## src/rtl/enigma_pkg.sv

```systemverilog
// Shared constants, state encoding and modular helpers for the Enigma character sequencer.
package enigma_pkg;

    localparam int unsigned ALPHA      = 26;
    localparam int unsigned CHAR_W     = 5;
    localparam int unsigned NOTCH0_DEF = 16;
    localparam int unsigned NOTCH1_DEF = 4;

    typedef enum logic [1:0] {
        IDLE = 2'd0,
        STEP = 2'd1,
        LOOK = 2'd2,
        HOLD = 2'd3
    } state_t;

    function automatic logic [CHAR_W-1:0] mod_inc(input logic [CHAR_W-1:0] pos);
        return (pos == CHAR_W'(ALPHA - 1)) ? '0 : pos + CHAR_W'(1);
    endfunction

    // Key values 26..31 fold back into the alphabet by a single subtraction.
    function automatic logic [CHAR_W-1:0] mod_reduce(input logic [CHAR_W-1:0] pos);
        return (pos >= CHAR_W'(ALPHA)) ? pos - CHAR_W'(ALPHA) : pos;
    endfunction

endpackage

```

## src/rtl/rotor_position_stepper.sv

```systemverilog
// Three rotor position registers with key load and odometer/double-step advance.
module rotor_position_stepper
    import enigma_pkg::*;
#(
    parameter int unsigned NOTCH0 = NOTCH0_DEF,
    parameter int unsigned NOTCH1 = NOTCH1_DEF
) (
    input  logic              clk,
    input  logic              rst,
    input  logic              load,
    input  logic              step,
    input  logic [CHAR_W-1:0] key_pos0,
    input  logic [CHAR_W-1:0] key_pos1,
    input  logic [CHAR_W-1:0] key_pos2,
    output logic [CHAR_W-1:0] pos0,
    output logic [CHAR_W-1:0] pos1,
    output logic [CHAR_W-1:0] pos2
);

    logic carry1_c;
    logic carry2_c;

    // Rotor1 sitting on its notch advances itself too: the double step.
    assign carry1_c = (pos0 == CHAR_W'(NOTCH0)) || (pos1 == CHAR_W'(NOTCH1));
    assign carry2_c = (pos1 == CHAR_W'(NOTCH1));

    always_ff @(posedge clk or posedge rst) begin
        if (rst) begin
            pos0 <= '0;
            pos1 <= '0;
            pos2 <= '0;
        end else if (load) begin
            pos0 <= mod_reduce(key_pos0);
            pos1 <= mod_reduce(key_pos1);
            pos2 <= mod_reduce(key_pos2);
        end else if (step) begin
            pos0 <= mod_inc(pos0);
            if (carry1_c) pos1 <= mod_inc(pos1);
            if (carry2_c) pos2 <= mod_inc(pos2);
        end
    end

endmodule

```

## src/rtl/enigma_char_sequencer.sv

```systemverilog
// One-character-at-a-time front end for the rotor/reflector lookup chain:
// accept, step rotors, settle the lookup, then hand the result downstream.
module enigma_char_sequencer
    import enigma_pkg::*;
#(
    parameter int unsigned NOTCH0        = NOTCH0_DEF,
    parameter int unsigned NOTCH1        = NOTCH1_DEF,
    parameter int unsigned SETTLE_CYCLES = 1
) (
    input  logic              clk,
    input  logic              rst,
    input  logic              key_load,
    input  logic [CHAR_W-1:0] key_pos0,
    input  logic [CHAR_W-1:0] key_pos1,
    input  logic [CHAR_W-1:0] key_pos2,
    input  logic              in_valid,
    input  logic [CHAR_W-1:0] in_char,
    output logic              in_ready,
    output logic [CHAR_W-1:0] rotor_char,
    output logic [CHAR_W-1:0] rotor_pos0,
    output logic [CHAR_W-1:0] rotor_pos1,
    output logic [CHAR_W-1:0] rotor_pos2,
    input  logic [CHAR_W-1:0] rotor_result,
    output logic              out_valid,
    output logic [CHAR_W-1:0] out_char,
    input  logic              out_ready,
    output logic              busy
);

    localparam int unsigned CNT_W = (SETTLE_CYCLES > 1) ? $clog2(SETTLE_CYCLES) : 1;
    localparam logic [CNT_W-1:0] CNT_LAST = CNT_W'(SETTLE_CYCLES - 1);

    state_t            state;
    state_t            next_state;
    logic              accept_c;
    logic              load_c;
    logic              step_c;
    logic              capture_c;
    logic              release_c;
    logic              pass_c;
    logic [CHAR_W-1:0] char_q;
    logic [CNT_W-1:0]  settle_cnt;

    // Codes beyond the alphabet (space/punctuation) bypass stepping and the chain.
    assign pass_c = (char_q >= CHAR_W'(ALPHA));

    always_ff @(posedge clk or posedge rst) begin
        if (rst) state <= IDLE;
        else     state <= next_state;
    end

    always_comb begin
        next_state = state;
        accept_c   = 1'b0;
        load_c     = 1'b0;
        step_c     = 1'b0;
        capture_c  = 1'b0;
        release_c  = 1'b0;
        unique case (state)
            IDLE: begin
                if (in_valid) begin
                    accept_c   = 1'b1;
                    next_state = STEP;
                end else if (key_load) begin
                    load_c = 1'b1;
                end
            end
            STEP: begin
                step_c     = ~pass_c;
                next_state = LOOK;
            end
            LOOK: begin
                if (settle_cnt == CNT_LAST) begin
                    capture_c  = 1'b1;
                    next_state = HOLD;
                end
            end
            HOLD: begin
                if (out_ready) begin
                    release_c  = 1'b1;
                    next_state = IDLE;
                end
            end
            default: next_state = IDLE;
        endcase
    end

    always_ff @(posedge clk or posedge rst) begin
        if (rst) begin
            char_q     <= '0;
            rotor_char <= '0;
            out_char   <= '0;
            out_valid  <= 1'b0;
            in_ready   <= 1'b1;
            busy       <= 1'b0;
            settle_cnt <= '0;
        end else begin
            in_ready <= (next_state == IDLE);
            busy     <= (next_state != IDLE);
            if (accept_c)      char_q     <= in_char;
            if (state == STEP) rotor_char <= char_q;
            settle_cnt <= ((state == LOOK) && !capture_c) ? settle_cnt + CNT_W'(1) : '0;
            if (capture_c) begin
                out_char  <= pass_c ? rotor_char : rotor_result;
                out_valid <= 1'b1;
            end else if (release_c) begin
                out_valid <= 1'b0;
            end
        end
    end

    rotor_position_stepper #(
        .NOTCH0 (NOTCH0),
        .NOTCH1 (NOTCH1)
    ) u_stepper (
        .clk      (clk),
        .rst      (rst),
        .load     (load_c),
        .step     (step_c),
        .key_pos0 (key_pos0),
        .key_pos1 (key_pos1),
        .key_pos2 (key_pos2),
        .pos0     (rotor_pos0),
        .pos1     (rotor_pos1),
        .pos2     (rotor_pos2)
    );

endmodule

```

## config.mk

```make
export PLATFORM = sky130hd
export DESIGN_NAME = enigma_char_sequencer
export DESIGN_NICKNAME = d
export VERILOG_FILES = /design/src/rtl/enigma_pkg.sv /design/src/rtl/rotor_position_stepper.sv /design/src/rtl/enigma_char_sequencer.sv
export SDC_FILE = /design/constraint.sdc
export NUM_CORES = 1
export LEC_CHECK = 0
export BUFFER_PORTS_ARGS = -buffer_cell sky130_fd_sc_hd__buf_4
export CAP_MARGIN = 0
export CORE_MARGIN = 4
export CORE_UTILIZATION = 40
export CTS_BUF_LIST = sky130_fd_sc_hd__clkbuf_8 sky130_fd_sc_hd__clkbuf_16
export DETAILED_ROUTE_END_ITERATION = 16
export HOLD_SLACK_MARGIN = 0.15
export PLACE_DENSITY = 0.63
export SYNTH_ARGS = -nofsm -noshare
export SYNTH_HDL_FRONTEND = slang
export SYNTH_SLANG_ARGS = --single-unit
```

## constraint.sdc

```tcl
create_clock -name clk -period 1.8 [get_ports clk]
set_clock_uncertainty 0.1 [all_clocks]
set_input_delay 0.18 -clock clk [delete_from_list [all_inputs] [get_ports clk]]
set_output_delay 0.18 -clock clk [all_outputs]
set_load 0.02 [all_outputs]
```

==> reports/results.txt, run 1 <==
Vias per cell = 5.22
Global-route wire length before repair = 9.63 mm
Pwr Density = 1480 nW/um^2
Root buf cell = clkbuf_8
Avg Synthesized Cell Area = 9.50 sq um
Final Cycle Share = 98.4%
Hold Crit Class = input port to register
Total GRT Usage = 18.3%
Worst stage delay on the critical path = 0.39 ns
Outcome = finished clean
H-tree depth = 2
Cell Count Post-Placement = 379
Post-route DRC = 0
Antenna cells = 0
Initial DRC Count = 84
Required @ worst endpoint = 1.87 ns
Final Hold Viols = 0
Final setup violation count = 0
Clk sinks = 36
Final Critical Period = 1.77 ns
DP HPWL = 4.13 mm
Final cell count without fillers = 411
Nets = 381
Largest net degree at the start of global routing = 37
Share of cells above drive strength 1 = 34.3%
Startpoint types = register
Unrepaired setup endpoints after global routing = yes
Number of flops mapped to enable cells by yosys = 0
Total Wirelength = 5.83 mm
Crit-path max FO = 6
FMAX = 565 MHz
Number of global-route vias before repair = 2149
DRT Pass-1 Iters = 4
Max-cap violations = 0
Antenna-violating nets left = 0
Initial antenna violation count = 0
Die ar. = 6840 sq um
Slowest-stage cell, CP = dfrtp_2
Setup CP Type = register to register
Asr flop ratio synth = 100%
Arr. time, crit path = 1.84 ns
Synthesized flop and latch total = 36
Synthesized area = 2230 sq um
Endpoint class of the critical path = register
Setup TNS = 0 ns
PnR worst setup slack = 0.0295 ns
Worst skew pair latency = 0.29 ns
Final Slew Violations = 0
Clock transition at path regs = 0.08 ns
Post-Synthesis Cells = 235
I/O pins = 58
Area grow syn2layout = 44.6%
Synth warn = 0
Sequential share of the synthesized area = 40.4%
Chip height = 82.7 microns
Clock tree buffer depth = 2
Via count = 2147
Mapped Nets = 276
Worst-path cell chain = inv_2, ha_1, and4bb_2, o211ai_4, buf_4, a31oi_1, a311o_1
Routability Congestion = 0.848
P_leak = 1.52 nW
Post-synth cell types = 48
VDD IR max = 745 uV
CTS tree = built
Initial Utilization = 42.4%
Overflow after GRT = 0
Setup WS pre-CTS = 0.0339 ns
Row Count = 26
Core area = 5270 sq um
Die Wd = 82.7 microns
Avg WL per Cell = 14.2 microns
Ys flop type = dfrtp_1
Clock buffer count from CTS = 5
IO Port Bufs = 57
report_power, final:
| group | internal, W | total [W] | switching [W] | leakage (nW) |
|---|---|---|---|---|
| sequential | 0.00120 | 0.00153 | 0.000326 | 0.409 |
| combinational | 0.00119 | 0.00254 | 0.00134 | 1.05 |
| clock | 0.000410 | 0.000717 | 0.000307 | 0.0541 |
per-stage QoR:
| stage | utilization [%] | hold slack [ns] | instance area [sq um] | power (W) |
|---|---|---|---|---|
| global placement | 54.5 | 0.223 | 2870 | 0.00402 |
| floorplan | - | 0.196 | 2240 | 0.00297 |
| CTS | 60.8 | 0.162 | 3200 | 0.00482 |
| detailed placement | 54.5 | 0.236 | 2870 | 0.00404 |
| global route | 61.3 | 0.181 | 3230 | 0.00515 |
| finish | 61.3 | 0.178 | 3230 | 0.00478 |
timing repair:
item,CTS,global route
endpoints found under the setup margin,0,10
endpoints found under the hold margin,57,0
gates resized for setup,0,3
setup buffers,0,2
hold buffers,22,0
registers in the layout (all words and copies together), names as in the netlist, 2 cells and up:
name            count
u_stepper.pos1      5
rotor_char          5
u_stepper.pos0      5
state               2
char_q              5
out_char            5
u_stepper.pos2      5
cell usage after synthesis, types with 2 or more instances:
cell | instances | area (sq um)
a21oi_1 | 15 | 75.1
a31oi_1 | 9 | 56.3
and4b_1 | 3 | 30.0
buf_4 | 2 | 15.0
buf_6 | 3 | 33.8
dfrtp_1 | 35 | 876
ha_1 | 11 | 138
inv_1 | 19 | 71.3
mux2_2 | 5 | 56.3
mux2i_1 | 7 | 70.1
nand2_1 | 27 | 101
nand2b_1 | 6 | 37.5
nand3_1 | 12 | 60.1
nand4_1 | 2 | 12.5
nand4b_1 | 3 | 26.3
nor2_1 | 10 | 37.5
nor2b_1 | 3 | 18.8
nor3_1 | 7 | 35.0
nor3b_2 | 2 | 25.0
o211ai_1 | 4 | 30.0
o211ai_4 | 2 | 42.5
o21ai_0 | 17 | 85.1
o2bb2ai_1 | 2 | 17.5
or3_1 | 4 | 25.0
or4b_4 | 2 | 27.5
cell usage in the layout, fill, tap and decap left out, types with 6 or more instances in the layout:
cell type / synthesis / final
nand3_1: 12 / 12
ha_1: 11 / 11
a31oi_1: 9 / 9
mux2i_1: 7 / 7
o21ai_0: 17 / 16
dfrtp_1: 35 / 31
a21oi_1: 15 / 15
nand2b_1: 6 / 6
buf_4: 2 / 82
nor3_1: 7 / 7
inv_1: 19 / 17
nor2_1: 10 / 9
nand2_1: 27 / 27
dlygate4sd3_1: 0 / 22
metal layers:
| metal | up-vias | GRT usage [%] | part of all wire, % |
|---|---|---|---|
| li1 | 1070 | - | - |
| met3 | 10 | 4.34 | 5.1 |
| met1 | 1008 | 21.1 | 41 |
| met2 | 59 | 32.7 | 52 |
| met4 | 0 | 6.86 | 1.7 |
| met5 | - | 0 | 0 |
critical path, delay by kind of cell (launching register included):
family	cells	cell delay (ns)
adder cells (fa/ha/maj)	1	0.17
AO/OA/AOI/OAI	3	0.53
AND/OR/NAND/NOR	1	0.26
flip-flops	1	0.39
buffers and inverters	2	0.22
logic make-up after synthesis:
kind of cell,count (synthesis),share of synthesized area [%]
buffers and inverters,25,5.60
other,1,0.168
DFF,36,40.4
adders and majority gates,11,6.17
AOI/OAI and AO/OA,60,18.3
muxes,12,5.66
and+or+nand+nor,90,23.7
area by class of cell:
cell class,count,area [sq um]
flip-flops and latches,36,907
multi-input cells,174,1210
clock inverters,3,42.5
repair buffers,104,836
clock buffers,5,68.8
fillers,475,2040
well taps,70,87.6
inverters,19,71.3
worst paths after layout:
| check | depth (start not counted) | slack, ns | to | from |
|---|---|---|---|---|
| worst max-delay path | 7 | 0.03 | u_stepper.pos1[4] | u_stepper.pos1[0] |
| worst min-delay path | 3 | 0.18 | u_stepper.pos1[4] | key_pos1[4] |
| worst max register to register | 7 | 0.03 | u_stepper.pos1[4] | u_stepper.pos1[0] |
| worst min register to register | 2 | 0.37 | rotor_char[0] | char_q[0] |
| max in group asynchronous | 4 | 0.78 | u_stepper.pos1[1] | rst |
| min in group asynchronous | 4 | 0.46 | u_stepper.pos2[3] | rst |
No activity file was read; power rests on OpenSTA's default activity.
==> inputs of run 2 (changes only) <==
--- a/config.mk
+++ b/config.mk
@@ -13,6 +13,7 @@
 export DETAILED_ROUTE_END_ITERATION = 16
 export HOLD_SLACK_MARGIN = 0.15
 export PLACE_DENSITY = 0.63
+export SETUP_SLACK_MARGIN = 0.1
 export SYNTH_ARGS = -nofsm -noshare
 export SYNTH_HDL_FRONTEND = slang
 export SYNTH_SLANG_ARGS = --single-unit
==> run 2 against run 1 <==
Effect of this change: routed wire length up 7.2%; non-clock buffer count rose by 7; cell count up 1.9%.
==> reports/results.txt, run 2 (same netlist as run 1, synthesis figures left out) <==
Initial Utilization = 42.4% (unchanged)
Sequential Power Share = 31.0% (-0.9 points)
Global-route wire length before repair = 9.96 mm (+3.4%)
Max-cap violations = 0 (unchanged)
Required @ worst endpoint = 1.92 ns (+0.05 ns)
Endpoint class of the critical path = register
Clock tree buffer depth = 2 (unchanged)
Nets = 389 (+2.1%)
Clock transition at path regs = 0.07 ns (about the same)
Startpoint types = register
Crit path max-delay family = simple AND/OR/NAND/NOR gates
Comb pwr share = 55.0% (+1.9 points)
Crit-path max FO = 4 (-2)
Final Hold Viols = 0 (unchanged)
Pint = 0.00295 W (+5.3%)
Setup CP Type = register to register
Die Wd = 82.7 microns (unchanged)
Via count = 2191 (+2.0%)
Most frequent cells in the layout = 85 x buf_4, 29 x dfrtp_1, 27 x nand2_1
Most common cell after layout, fill and taps aside = buf_4
Arr. time, crit path = 1.90 ns (+0.06 ns)
Die ar. = 6840 sq um (unchanged)
VDD IR max = 965 uV (+30%)
Final Critical Period = 1.78 ns (+0.0133 ns)
Switching Power = 0.00209 W (+5.6%)
Worst stage delay on the critical path = 0.50 ns (+0.11 ns)
P_leak = 1.56 nW (+3.1%)
Avg WL per Cell = 14.9 microns (+5.1%)
Antenna-violating nets left = 0 (unchanged)
Final Cycle Share = 99.1% (+0.74 points)
Share of cells above drive strength 1 = 39.5% (+5.2 points)
Core area = 5270 sq um (unchanged)
Hold Crit Class = input port to register
Overflow after GRT = 0 (unchanged)
Area grow syn2layout = 51.7%
IO Port Bufs = 57 (unchanged)
Pwr Density = 1490 nW/um^2 (+0.52%)
Row Count = 26 (unchanged)
Chip height = 82.7 microns (unchanged)
DP HPWL = 4.20 mm (+1.8%)
Worst-path cell chain = inv_2, ha_4, and4bb_4, o211ai_4, or4b_4, o211ai_2
Net Sw Frac = 41.4% (+0.082 points)
DRT Pass-1 Iters = 4 (unchanged)
H-tree depth = 2 (unchanged)
Initial antenna violation count = 0 (unchanged)
Worst hold slack = 0.132 ns (-0.0459 ns)
FMAX = 561 MHz (-0.75%)
Total Wirelength = 6.25 mm (+7.2%)
Number of global-route vias before repair = 2145 (-0.19%)
I/O pins = 58 (unchanged)
Vias per cell = 5.23 (+0.10%)
Final setup violation count = 0 (unchanged)
Slowest-stage cell, CP = or4b_4
Clk sinks = 36 (unchanged)
Clock share of power = 14.0% (-1.0 points)
Total GRT Usage = 19.1% (+0.82 points)
Post-layout instance area = 3390 sq um (+4.9%)
Root buf cell = clkbuf_8
Setup TNS = 0 ns (unchanged)
Worst skew pair latency = 0.29 ns (about the same)
Antenna cells = 0 (unchanged)
Clock buffer count from CTS = 5 (unchanged)
Unrepaired setup endpoints after global routing = yes
Final Slew Violations = 0 (unchanged)
Outcome = finished clean
Post-route DRC = 0 (unchanged)
Initial DRC Count = 87 (+3.6%)
Largest net degree at the start of global routing = 37 (unchanged)
CP bufs+invs = 1 (-1)
CTS tree = built
Routability Congestion = 0.843 (-0.54%)
Area after DPL = 2880 sq um (+0.35%)
run 2: cell types whose count changed in the layout (fill, tap and decap cells not counted), sizes merged:
cell         before  now
buf              82   90
clkinvlp          1    0
dlygate4sd3      22   21
inv              19   20
or4b              2    3
run 2: metal layers:
| metal | vias to the layer above | GRT usage (%) | wire, microns |
|---|---|---|---|
| met1 | 1034 | 23.6 | 2750 |
| li1 | 1089 | - | - |
| met5 | - | 0 | 0 |
| met2 | 56 | 33.3 | 3050 |
| met3 | 12 | 3.58 | 343 |
| met4 | 0 | 6.54 | 102 |
run 2: power by group through the flow:
stage                     registers [W]  logic [W]  clock network, W
after global routing            0.00162    0.00303          0.000767
after global placement          0.00154    0.00247                 0
after detailed placement        0.00155    0.00250                 0
after CTS                       0.00155    0.00257          0.000728
after floorplan                 0.00193    0.00105                 0
final                           0.00156    0.00277          0.000705
run 2: final timing paths:
kind                                        start                end  slack, ns  cells past startpoint
worst max-delay path            u_stepper.pos1[0]  u_stepper.pos1[2]       0.02                      6
worst min-delay path                  key_pos2[4]  u_stepper.pos2[4]       0.13                      3
worst max register to register  u_stepper.pos1[0]  u_stepper.pos1[2]       0.02                      6
worst min register to register          char_q[0]      rotor_char[0]       0.37                      2
max in group asynchronous                     rst  u_stepper.pos1[0]       0.79                      4
min in group asynchronous                     rst  u_stepper.pos0[4]       0.45                      4
run 2: layout make-up:
| class | instances | area [sq um] |
|---|---|---|
| repair buffers | 111 | 905 |
| inverters | 19 | 71.3 |
| flip-flops and latches | 36 | 910 |
| well taps | 70 | 87.6 |
| clock inverters | 3 | 38.8 |
| fillers | 463 | 1880 |
| clock buffers | 5 | 68.8 |
| multi-input cells | 175 | 1310 |
run 2: per-stage QoR:
| stage | util, % | cells | setup WS [ns] | power (W) |
|---|---|---|---|---|
| after global routing | 64.2 | 419 | -0.0285 | 0.00542 |
| after global placement | 54.7 | 380 | 0.0686 | 0.00401 |
| after floorplan | - | 235 | -0.00522 | 0.00298 |
| after CTS | 61.3 | 413 | 0.0263 | 0.00485 |
| final | 64.2 | 419 | 0.0162 | 0.00504 |
| after detailed placement | 54.7 | 380 | 0.0419 | 0.00405 |
run 2: repair_timing:
| action | CTS | global route |
|---|---|---|
| hold buffers | 21 | 0 |
| gates resized for setup | 1 | 23 |
| endpoints found under the setup margin | 8 | 14 |
| hold endpoints to repair | 56 | 0 |
| pin swaps | 0 | 10 |
| cloned | 1 | 0 |
| setup buffers | 3 | 6 |
run 2: worst min-delay path: stages:
cell and delay [ns]:
buf_4 0.13, a21oi_2 0.11, nor3_1 0.06
